--- config.mk ---
export PLATFORM = sky130hd
export DESIGN_NAME = mem_arbiter_flat
export DESIGN_NICKNAME = d
export VERILOG_FILES = /design/src/rtl/mem_arbiter_pkg.sv /design/src/rtl/mem_arbiter_if.sv /design/src/rtl/mem_tag_table.sv /design/src/rtl/mem_arbiter.sv /design/src/flat_wrapper.sv
export SDC_FILE = /design/constraint.sdc
export NUM_CORES = 1
export LEC_CHECK = 0
export ABC_AREA = 1
export BUFFER_PORTS_ARGS = -buffer_cell sky130_fd_sc_hd__clkbuf_2
export CAP_MARGIN = 20
export CORE_AREA = 2 2 201 203
export CTS_CLUSTER_DIAMETER = 50
export DETAILED_ROUTE_END_ITERATION = 10
export DIE_AREA = 0 0 203 205
export PLACE_DENSITY = 0.31
export SLEW_MARGIN = 20
export SYNTH_ARGS = -nofsm -noshare
export SYNTH_HDL_FRONTEND = slang
export SYNTH_SLANG_ARGS = --single-unit
export TNS_END_PERCENT = 5
--- constraint.sdc ---
create_clock -name clk -period 1.4 [get_ports clk]
set_input_delay 0.21 -clock clk [delete_from_list [all_inputs] [get_ports clk]]
set_output_delay 0.21 -clock clk [all_outputs]
set_load 0.01 [all_outputs]
--- src/rtl/mem_arbiter_pkg.sv ---
// -----------------------------------------------------------------------------
// mem_arbiter_pkg
//   Shared system definitions for the memory subsystem: bus command encoding,
//   requester identity, default widths and small helpers used by the arbiter,
//   its tag table and the cache/memory port interface.
// -----------------------------------------------------------------------------
package mem_arbiter_pkg;

  localparam int unsigned DEF_XLEN  = 32;  // requester address width
  localparam int unsigned DEF_TAG_W = 4;   // memory tag width, tag 0 = none
  localparam int unsigned DATA_W    = 64;  // memory data word width

  typedef enum logic [1:0] {
    BUS_NONE  = 2'h0,
    BUS_LOAD  = 2'h1,
    BUS_STORE = 2'h2
  } bus_cmd_t;

  typedef enum logic {
    SRC_I = 1'b0,
    SRC_D = 1'b1
  } req_src_t;

  // Saturating 4-bit increment used by the starvation counter.
  function automatic logic [3:0] sat_inc4(input logic [3:0] v, input logic [3:0] lim);
    return (v >= lim) ? lim : v + 4'd1;
  endfunction

endpackage

--- src/rtl/mem_arbiter_if.sv ---
// -----------------------------------------------------------------------------
// mem_arbiter_if
//   One tagged memory port as seen by a cache: command/addr/data going towards
//   memory and response/data/tag coming back.
//   master : the requester side (drives proc2mem_*, receives mem2proc_*)
//   slave  : the responder side (receives proc2mem_*, drives mem2proc_*)
//   Signals:
//     proc2mem_command  BUS_NONE/BUS_LOAD/BUS_STORE
//     proc2mem_addr     XLEN-bit line address
//     proc2mem_data     64-bit store data
//     mem2proc_response TAG_W accept tag, 0 = not accepted
//     mem2proc_data     64-bit returning load data
//     mem2proc_tag      TAG_W tag of returning data, 0 = none
// -----------------------------------------------------------------------------
interface mem_arbiter_if
  import mem_arbiter_pkg::*;
#(
  parameter int unsigned XLEN  = DEF_XLEN,
  parameter int unsigned TAG_W = DEF_TAG_W
) ();

  bus_cmd_t              proc2mem_command;
  logic [XLEN-1:0]       proc2mem_addr;
  logic [DATA_W-1:0]     proc2mem_data;
  logic [TAG_W-1:0]      mem2proc_response;
  logic [DATA_W-1:0]     mem2proc_data;
  logic [TAG_W-1:0]      mem2proc_tag;

  modport master (
    output proc2mem_command,
    output proc2mem_addr,
    output proc2mem_data,
    input  mem2proc_response,
    input  mem2proc_data,
    input  mem2proc_tag
  );

  modport slave (
    input  proc2mem_command,
    input  proc2mem_addr,
    input  proc2mem_data,
    output mem2proc_response,
    output mem2proc_data,
    output mem2proc_tag
  );

endinterface

--- src/rtl/mem_tag_table.sv ---
// -----------------------------------------------------------------------------
// mem_tag_table
//   Ownership table for outstanding load tags 1..2^TAG_W-1. Each entry holds a
//   valid bit and the requester (SRC_I/SRC_D) that owns the tag.
//   Ports:
//     clk, reset    clock / asynchronous active-high reset (clears valid bits)
//     i_set_en      record a new accept at i_set_tag owned by i_set_owner
//     i_set_tag     tag to record (tag 0 is ignored)
//     i_set_owner   owning requester
//     i_lkp_tag     tag to look up (returning data tag)
//     i_clr_en      retire the looked-up entry at the next edge if it hits
//     o_hit         looked-up tag is nonzero and outstanding
//     o_owner       owner of the looked-up tag (meaningful when o_hit)
// -----------------------------------------------------------------------------
module mem_tag_table
  import mem_arbiter_pkg::*;
#(
  parameter int unsigned TAG_W = DEF_TAG_W
) (
  input  logic             clk,
  input  logic             reset,
  input  logic             i_set_en,
  input  logic [TAG_W-1:0] i_set_tag,
  input  req_src_t         i_set_owner,
  input  logic [TAG_W-1:0] i_lkp_tag,
  input  logic             i_clr_en,
  output logic             o_hit,
  output req_src_t         o_owner
);

  localparam int unsigned DEPTH = 1 << TAG_W;

  logic [DEPTH-1:0] r_valid;
  req_src_t         r_owner [DEPTH];

  assign o_hit   = (i_lkp_tag != '0) && r_valid[i_lkp_tag];
  assign o_owner = r_owner[i_lkp_tag];

  // Clear is applied before set so that a tag returned and re-accepted in the
  // same cycle ends up valid with the new owner.
  always_ff @(posedge clk or posedge reset) begin
    if (reset) begin
      r_valid <= '0;
    end else begin
      if (i_clr_en && o_hit) begin
        r_valid[i_lkp_tag] <= 1'b0;
      end
      if (i_set_en && (i_set_tag != '0)) begin
        r_valid[i_set_tag] <= 1'b1;
      end
    end
  end

  // Owner bits are only meaningful under a valid bit, so they need no reset.
  always_ff @(posedge clk) begin
    if (i_set_en && (i_set_tag != '0)) begin
      r_owner[i_set_tag] <= i_set_owner;
    end
  end

endmodule

--- src/rtl/mem_arbiter.sv ---
// -----------------------------------------------------------------------------
// mem_arbiter
//   Shares the single tagged memory port between icache and dcache. One
//   requester is granted per cycle (combinationally) and its command/addr/data
//   are forwarded; the memory accept tag is routed back to the granted side
//   only. Outstanding load tags are tracked so returning data tags reach only
//   their owner. dcache has priority unless icache has been denied
//   STARVE_LIMIT consecutive requesting cycles.
//   Ports:
//     clk        clock, all state updates on posedge
//     reset      asynchronous active-high reset
//     icache     slave port facing the icache (loads only)
//     dcache     slave port facing the dcache (loads and stores)
//     mem        master port facing memory
//     tag_error  sticky: a nonzero return tag arrived with no outstanding owner
// -----------------------------------------------------------------------------
module mem_arbiter
  import mem_arbiter_pkg::*;
#(
  parameter int unsigned XLEN         = DEF_XLEN,
  parameter int unsigned TAG_W        = DEF_TAG_W,
  parameter int unsigned STARVE_LIMIT = 4
) (
  input  logic           clk,
  input  logic           reset,
  mem_arbiter_if.slave   icache,
  mem_arbiter_if.slave   dcache,
  mem_arbiter_if.master  mem,
  output logic           tag_error
);

  localparam logic [3:0] LIMIT = 4'(STARVE_LIMIT);

  logic            w_i_req;
  logic            w_d_req;
  logic            w_grant_i;
  logic            w_grant_d;
  bus_cmd_t        w_cmd;
  logic [XLEN-1:0] w_addr;
  logic            w_resp_nz;
  logic            w_accept;
  req_src_t        w_set_owner;
  logic            w_hit;
  req_src_t        w_owner;
  logic [3:0]      r_starve;
  logic            r_tag_error;
  logic            w_unused_idata;

  // icache never stores, so its data lane is intentionally ignored.
  assign w_unused_idata = ^icache.proc2mem_data;

  assign w_i_req   = (icache.proc2mem_command != BUS_NONE);
  assign w_d_req   = (dcache.proc2mem_command != BUS_NONE);
  assign w_resp_nz = (mem.mem2proc_response != '0);

  // Grant, forwarding and accept decode.
  always_comb begin
    w_grant_d   = w_d_req && (!w_i_req || (r_starve < LIMIT));
    w_grant_i   = !w_grant_d && w_i_req;
    w_cmd       = BUS_NONE;
    w_addr      = '0;
    w_set_owner = SRC_I;
    if (w_grant_d) begin
      w_cmd       = dcache.proc2mem_command;
      w_addr      = dcache.proc2mem_addr;
      w_set_owner = SRC_D;
    end else if (w_grant_i) begin
      w_cmd       = icache.proc2mem_command;
      w_addr      = icache.proc2mem_addr;
    end
    w_accept = (w_cmd == BUS_LOAD) && w_resp_nz;
  end

  assign mem.proc2mem_command = w_cmd;
  assign mem.proc2mem_addr    = w_addr;
  assign mem.proc2mem_data    = w_grant_d ? dcache.proc2mem_data : '0;

  assign icache.mem2proc_response = w_grant_i ? mem.mem2proc_response : '0;
  assign dcache.mem2proc_response = w_grant_d ? mem.mem2proc_response : '0;

  assign icache.mem2proc_data = mem.mem2proc_data;
  assign dcache.mem2proc_data = mem.mem2proc_data;

  // Return tags are visible only to the recorded owner.
  assign icache.mem2proc_tag = (w_hit && (w_owner == SRC_I)) ? mem.mem2proc_tag : '0;
  assign dcache.mem2proc_tag = (w_hit && (w_owner == SRC_D)) ? mem.mem2proc_tag : '0;

  assign tag_error = r_tag_error;

  mem_tag_table #(
    .TAG_W (TAG_W)
  ) u_tag_table (
    .clk         (clk),
    .reset       (reset),
    .i_set_en    (w_accept),
    .i_set_tag   (mem.mem2proc_response),
    .i_set_owner (w_set_owner),
    .i_lkp_tag   (mem.mem2proc_tag),
    .i_clr_en    (1'b1),
    .o_hit       (w_hit),
    .o_owner     (w_owner)
  );

  always_ff @(posedge clk or posedge reset) begin
    if (reset) begin
      r_starve    <= '0;
      r_tag_error <= 1'b0;
    end else begin
      if (w_i_req && !w_grant_i) begin
        r_starve <= sat_inc4(r_starve, LIMIT);
      end else if (w_grant_i && w_resp_nz) begin
        r_starve <= '0;
      end
      if ((mem.mem2proc_tag != '0) && !w_hit) begin
        r_tag_error <= 1'b1;
      end
    end
  end

endmodule
--- src/flat_wrapper.sv ---
// flat-port wrapper written by rule: the top's interface ports become plain ports
module mem_arbiter_flat import mem_arbiter_pkg::*;
#(
  parameter int unsigned XLEN         = DEF_XLEN,
  parameter int unsigned TAG_W        = DEF_TAG_W,
  parameter int unsigned STARVE_LIMIT = 4
)
  (clk, reset, tag_error, icache_proc2mem_command, icache_proc2mem_addr, icache_proc2mem_data, icache_mem2proc_response, icache_mem2proc_data, icache_mem2proc_tag, dcache_proc2mem_command, dcache_proc2mem_addr, dcache_proc2mem_data, dcache_mem2proc_response, dcache_mem2proc_data, dcache_mem2proc_tag, mem_proc2mem_command, mem_proc2mem_addr, mem_proc2mem_data, mem_mem2proc_response, mem_mem2proc_data, mem_mem2proc_tag);
  mem_arbiter_if #(.XLEN(XLEN), .TAG_W(TAG_W)) icache_i ();
  mem_arbiter_if #(.XLEN(XLEN), .TAG_W(TAG_W)) dcache_i ();
  mem_arbiter_if #(.XLEN(XLEN), .TAG_W(TAG_W)) mem_i ();
  input  logic clk;
  input  logic reset;
  output logic tag_error;
  input wire logic [$bits(icache_i.proc2mem_command)-1:0] icache_proc2mem_command;
  input wire logic [$bits(icache_i.proc2mem_addr)-1:0] icache_proc2mem_addr;
  input wire logic [$bits(icache_i.proc2mem_data)-1:0] icache_proc2mem_data;
  output wire logic [$bits(icache_i.mem2proc_response)-1:0] icache_mem2proc_response;
  output wire logic [$bits(icache_i.mem2proc_data)-1:0] icache_mem2proc_data;
  output wire logic [$bits(icache_i.mem2proc_tag)-1:0] icache_mem2proc_tag;
  input wire logic [$bits(dcache_i.proc2mem_command)-1:0] dcache_proc2mem_command;
  input wire logic [$bits(dcache_i.proc2mem_addr)-1:0] dcache_proc2mem_addr;
  input wire logic [$bits(dcache_i.proc2mem_data)-1:0] dcache_proc2mem_data;
  output wire logic [$bits(dcache_i.mem2proc_response)-1:0] dcache_mem2proc_response;
  output wire logic [$bits(dcache_i.mem2proc_data)-1:0] dcache_mem2proc_data;
  output wire logic [$bits(dcache_i.mem2proc_tag)-1:0] dcache_mem2proc_tag;
  output wire logic [$bits(mem_i.proc2mem_command)-1:0] mem_proc2mem_command;
  output wire logic [$bits(mem_i.proc2mem_addr)-1:0] mem_proc2mem_addr;
  output wire logic [$bits(mem_i.proc2mem_data)-1:0] mem_proc2mem_data;
  input wire logic [$bits(mem_i.mem2proc_response)-1:0] mem_mem2proc_response;
  input wire logic [$bits(mem_i.mem2proc_data)-1:0] mem_mem2proc_data;
  input wire logic [$bits(mem_i.mem2proc_tag)-1:0] mem_mem2proc_tag;
  assign icache_i.proc2mem_command = icache_proc2mem_command;
  assign icache_i.proc2mem_addr = icache_proc2mem_addr;
  assign icache_i.proc2mem_data = icache_proc2mem_data;
  assign icache_mem2proc_response = icache_i.mem2proc_response;
  assign icache_mem2proc_data = icache_i.mem2proc_data;
  assign icache_mem2proc_tag = icache_i.mem2proc_tag;
  assign dcache_i.proc2mem_command = dcache_proc2mem_command;
  assign dcache_i.proc2mem_addr = dcache_proc2mem_addr;
  assign dcache_i.proc2mem_data = dcache_proc2mem_data;
  assign dcache_mem2proc_response = dcache_i.mem2proc_response;
  assign dcache_mem2proc_data = dcache_i.mem2proc_data;
  assign dcache_mem2proc_tag = dcache_i.mem2proc_tag;
  assign mem_proc2mem_command = mem_i.proc2mem_command;
  assign mem_proc2mem_addr = mem_i.proc2mem_addr;
  assign mem_proc2mem_data = mem_i.proc2mem_data;
  assign mem_i.mem2proc_response = mem_mem2proc_response;
  assign mem_i.mem2proc_data = mem_mem2proc_data;
  assign mem_i.mem2proc_tag = mem_mem2proc_tag;
  mem_arbiter #(.XLEN(XLEN), .TAG_W(TAG_W), .STARVE_LIMIT(STARVE_LIMIT)) u_core (.clk(clk), .reset(reset), .icache(icache_i), .dcache(dcache_i), .mem(mem_i), .tag_error(tag_error));
endmodule
# == Yosys cells after proc, flatten, opt, wreduce, memory -nomap -nowiden ==
# Memories as Yosys holds them, arrays and structs flattened.
# Cells that the tools add are included.
# word_totals
mem_bits_rw,16
input_bits,270
n_memories,1
ff_bits,21
word_cells,61
out_inout_bits,243
# mem_list
name,depth,width,rd,rd_clocked_by_memory_dff,write_ports,line,source
u_core.u_tag_table.r_owner,16,1,1,0,1,mem_tag_table.sv:34,req_src_t r_owner [DEPTH];
# op_classes
reduce_logical,22
n_addsub,1
n_eq_ne,1
mux,23
magnitude_cmp,6
n_bitwise,4
# ops
operator,n
32-bit two-way mux,2
64-bit two-way mux,1
16-bit two-way mux,2
4-bit two-way mux,7
16-bit AND,1
16-bit NOT,1
16-bit bitwise OR,1
1-bit logical AND,12
4-bit by 5-bit < comparator with 1-bit output (second input constant),2
1-bit demux with 4-bit select,2
4-bit by 1-bit >= comparator with 1-bit output (second input constant),2
4-bit nonzero test,2
1-bit two-way mux,6
2-bit nonzero test,3
4-bit by 1-bit adder with 4-bit output (second input constant),1
1-bit binary-select mux with 4-bit select,1
4-bit by 3-bit >= comparator with 1-bit output (second input constant),1
1-bit zero test,4
4-bit by 3-bit < comparator with 1-bit output (second input constant),1
2-bit two-way mux,2
2-bit by 1-bit equality test with 1-bit output (second input constant),1
1-bit logical OR,1
1-bit NOT,1

# == Logic depth before layout (Yosys ltp) ==
# logic_depth
ltp_word,13
ltp_mapped,12
depth_no_buf,11

# == Cells and area by module ==
# From an unflattened synthesis, not the netlist that was laid out.
# unflattened
cells_unflattened,673
area_unflattened_um2,4220.3
# modules_own_cells
mod,n_inst,cells_per_inst,area_each_um2,seq_area_each_um2
mem_arbiter,1,448,2407.3,125.1
mem_tag_table,1,225,1813.0,880.8

# == Least setup slack after synthesis ==
# OpenSTA, ideal clock, no wires.
# synth_path
kind,input to register
startpoint,in icache_proc2mem_command[0]
endpoint,mem u_core.u_tag_table.r_owner[11] (netlist bit) (enable)
path_stages,8
t_arrival_ns,1.213
slack_ns,-0.112
setup_time_ns,0.298
n_path_buf,2
required_time_ns,1.102
cell_sequence,or2_1 buf_6 nand2_4 nand2_2 nand2_1 nand3b_2 buf_4 nor2_1
# synth_via
elab_chain_cells,13
# synth_lines
item,line,source
from (decl),flat_wrapper.sv:15,input wire logic [$bits(icache_i.proc2mem_command)-1:0] icache_proc2mem_command;
2-bit nonzero test,mem_arbiter.sv:52,assign w_i_req = (icache.proc2mem_command != BUS_NONE);
1-bit zero test,mem_arbiter.sv:58,w_grant_d = w_d_req && (!w_i_req || (r_starve < LIMIT));
1-bit logical OR,mem_arbiter.sv:58,
1-bit logical AND,mem_arbiter.sv:58,
1-bit zero test,mem_arbiter.sv:59,w_grant_i = !w_grant_d && w_i_req;
1-bit logical AND,mem_arbiter.sv:59,
2-bit two-way mux,mem_arbiter.sv:67,end else if (w_grant_i) begin
2-bit two-way mux (*),mem_arbiter.sv:63,if (w_grant_d) begin
named net mem_proc2mem_command[0],flat_wrapper.sv:27,output wire logic [$bits(mem_i.proc2mem_command)-1:0] mem_proc2mem_command;
2-bit by 1-bit equality test with 1-bit output (*),mem_arbiter.sv:71,w_accept = (w_cmd == BUS_LOAD) && w_resp_nz;
1-bit logical AND (*),mem_arbiter.sv:71,
1-bit logical AND (*),mem_tag_table.sv:56,if (i_set_en && (i_set_tag != '0)) begin
1-bit two-way mux (*),mem_tag_table.sv:56,
1-bit two-way mux (not written as such) (*),mem_tag_table.sv:57,r_owner[i_set_tag] <= i_set_owner;
to (decl),mem_tag_table.sv:34,
# Mark *: on every way through the listed nets, which the timed path passes. The rest lies on a longest branch.

# == Final worst setup path ==
# layout_path
startpoint,reg u_core.r_starve[2]
endpoint,out mem_proc2mem_data[63]
# layout_via
elab_chain_cells,4
# layout_lines
item,line,source
from (decl),mem_arbiter.sv:45,logic [3:0] r_starve;
from (signal assigned),mem_arbiter.sv:110,"r_starve <= sat_inc4(r_starve, LIMIT);"
4-bit by 3-bit < comparator with 1-bit output,mem_arbiter.sv:58,
1-bit logical OR,mem_arbiter.sv:58,
1-bit logical AND,mem_arbiter.sv:58,
64-bit two-way mux,mem_arbiter.sv:76,assign mem.proc2mem_data = w_grant_d ? dcache.proc2mem_data : '0;
to (decl),flat_wrapper.sv:29,output wire logic [$bits(mem_i.proc2mem_data)-1:0] mem_proc2mem_data;
# No other way between the ends.

==> summary.md <==
| Metric | Value |
|---|---|
| Status | `finished with violations` |
| Failing checks | `negative setup slack` |
| Final critical-path required period | `1960 ps` |
| Post-Route WL | `21000 um` |
| Initial Utilization | `0.103` |
| DIE WIDTH | `203 um` |
| Setup violators final | `164` |
| Ant. Diodes | `0` |
| Total Power | `6.84 mW` |
| Max FO, Critical Path | `16` |
| P_sw | `2.82 mW` |
| Cell count along the critical path | `10` |
| Reg-to-reg endpoint | `u_core.u_tag_table.r_owner[1]$_DFFE_PP_` |
| Crit path cell chain | `inv_2 > nand2_4 > nand2_4 > buf_6 > o21ai_4 > buf_12 > buf_12 > clkbuf_16 > nor2_1 > buf_2` |
| Clock transition at the registers of the reported paths | `60 ps` |
| CP Class | `register to output port` |
| Worst-skew pair later-pin latency | `290 ps` |
| DRC errors left | `0` |
| CTS root buffer | `clkbuf_16` |
| Reg power frac | `0.204` |
| Nets | `1116` |
| Cells after Synth | `653` |
| WP data required | `1190 ps` |
| Area Growth Syn to Fin | `62.6%` |
| Final core occ | `0.167` |
| Fin. Hold Viols | `0` |
| Antenna viol nets, final | `0` |
| Vias in the first global route | `4550` |
| Syn Area/Cell | `6.20 um^2` |
| Tot GR Track Use | `0.0953` |
| Std cell rows | `73` |
| Final WS setup | `-563 ps` |
| Hold_ws | `382 ps` |
| Ys Warns | `0` |
| Final Slew Violations | `0` |
| First-pass GRT wire length | `29000 um` |
| Num CTS Buffers | `5` |
| Unrepaired setup endpoints after global routing | `yes` |
| Element type at the critical path end | `output port` |
| Placed instance area | `0.00546 mm^2` |
| Register area share after synthesis | `0.248` |
| Grt total ovfl | `0` |
| Worst setup path start | `u_core.r_starve[2]$_DFFE_PP0P_` |
| Crit path buffers/inverters | `6` |
| Slowest stage delay, CP | `370 ps` |
| Worst Setup EP | `mem_proc2mem_data[63]` |
| Core Region | `0.0394 mm^2` |
| H-Tree Depth | `2` |
| FMAX | `0.509 GHz` |
| Num ports | `513` |
| Reg2reg start | `u_core.r_starve[2]$_DFFE_PP0P_` |
| Initial antenna violation count | `1` |
| Crit-path slowest cell | `dfrtp_1` |
| Clk sink count | `37` |
| PwrDens | `1040 mW/mm^2` |
| Initial DRC count | `145` |
| Final instance area | `0.00658 mm^2` |
| Pleak | `3.55 nW` |
| Layout cell share with drive strength beyond 1 | `0.545` |
| Height of the chip | `205 um` |
| First-pass DRT Iterations | `4` |
| Via density | `3.22` |
| Worst EP arrival | `1750 ps` |
| Largest net degree at the start of global routing | `33` |
| Post-synth cell types | `23` |
| Reg2reg setup slack | `-280 ps` |
| TritonCTS clock tree | `done` |
| #FFs+latches synth | `37` |
| Top cells by area, synth | `buf_4, nand2_1, dfrtp_1` |
| MaxCap Viol Count | `0` |
| Switch share | `0.413` |
| Worst VDD drop | `0.356 mV` |
| Top-area cell type share of the netlist area | `0.243` |
| Synth Cell Area | `0.00405 mm^2` |
| Routed WL per cell | `15.3 um` |
| Pint | `4.02 mW` |
| Logic gate share of total power | `0.631` |
| GP Congestion | `0.763` |
| Syn Nets | `924` |
| Vias | `4412` |
| I/O Buffers | `256` |
| Largest area contributor in the netlist | `buf_4` |
| Worst hold path type | `register to register` |
| CP Launch Type | `register` |
| DP HPWL | `17700 um` |
| Die area | `0.0416 mm^2` |
| Reg2Reg Depth | `8` |
| Clock power frac | `0.165` |
| Clock skew | `3.57 ps` |
| Clock Path Buffers | `2` |
| Top delay family on crit path | `buffers and inverters` |
| Fin crit share | `1.40` |
==> sequential cells by signal (all words and copies together) (netlist names) <==
signal	cells
u_core.u_tag_table.r_owner	16
u_core.u_tag_table.r_valid	16
u_core.r_starve	4
u_core.tag_error	1
==> routing by layer <==
metal  up-vias  GRT usage  routed length, um  part of all wire
met5         -          0                 13           0.00062
met4         2     0.0175                263             0.012
met3        26     0.0519               2450              0.12
met2       259      0.162              10200              0.48
met1      1936      0.105               8120              0.39
li1       2189          -                  -                 -
==> synth_stat cells <==
master      n
dfrtp_1    21
a21oi_4     1
mux2i_1     1
nand2_1   176
or2_1       1
conb_1      1
nor2_1    111
ha_1        1
clkbuf_1    6
buf_6       3
o21ai_1     3
o21bai_1    1
buf_4     131
buf_2      15
inv_1      93
nand2_2     1
inv_2       3
nand3_1    34
o21ai_0    16
edfxtp_1   16
nand3b_2    1
nand2_4     1
o21ai_2    16
==> final cells by class <==
type | count | area, um^2
fill | 4604 | 32800
timing repair buffer | 340 | 2460
multi-input combinational | 365 | 1960
sequential | 37 | 1010
tap | 525 | 657
inverter | 96 | 365
clock buffer | 6 | 129
clock inverter | 2 | 10.0
==> cells in the final DEF (no fill, tap or decap), drive strengths merged, types with 3 or more instances in the layout <==
cell    netlist  layout
clkinv        0       3
clkbuf        6     187
nor2        111     111
edfxtp       16      16
inv          96      95
nand2       178     178
nand3        34      34
o21ai        35      35
buf         149     158
dfrtp        21      21
==> cell families (layout without fill, tap and decap cells) <==
logic type	after synthesis	in the layout	share of synthesized area
other cells	1	1	0.000926
mux	1	1	0.00247
fa+ha+maj	1	1	0.00309
flops	37	37	0.248
compound gates	37	37	0.0640
simple gates	325	325	0.317
buf+inv	251	444	0.364
==> per-stage QoR <==
step,TNS [ps],std cells,worst slack [ps]
after floorplan,-1360,653,-75.7
after CTS,-62200,1363,-586
after global placement,-42420,1350,-345
final,-64200,1371,-563
after global routing,-80970,1371,-658
after detailed placement,-41770,1350,-359
==> power by group through the flow <==
stage               sequential, mW  combinational [mW]  clock, mW
CTS                           1.40                3.74       1.17
finish                        1.40                4.32       1.13
detailed placement            1.42                3.19          0
global placement              1.42                3.19          0
global route                  1.42                4.71       1.22
floorplan                     1.39                1.93          0
==> timing repair <==
item / CTS / global route
gates resized for setup: 101 / 175
hold buffers: 1 / 0
cloned: 2 / 4
pin swaps: 9 / 9
buffers inserted: 2 / 5
endpoints found under the hold margin: 21 / 0
setup endpoints to repair: 164 / 164
==> worst min path at each step <==
stage,from,end,slack (ps),cells past startpoint
final,u_core.u_tag_table.r_valid[0]$_DFF_PP0_,u_core.u_tag_table.r_valid[0]$_DFF_PP0_,380,0
after global routing,u_core.u_tag_table.r_valid[0]$_DFF_PP0_,u_core.u_tag_table.r_valid[0]$_DFF_PP0_,400,0
after CTS,u_core.u_tag_table.r_valid[0]$_DFF_PP0_,u_core.u_tag_table.r_valid[0]$_DFF_PP0_,390,0
after detailed placement,reset,u_core.u_tag_table.r_valid[2]$_DFF_PP0_,270,3
after global placement,reset,u_core.u_tag_table.r_valid[2]$_DFF_PP0_,270,3
after floorplan,reset,u_core.r_starve[0]$_DFFE_PP0P_,190,1
Power figures use the tool's default switching activity.
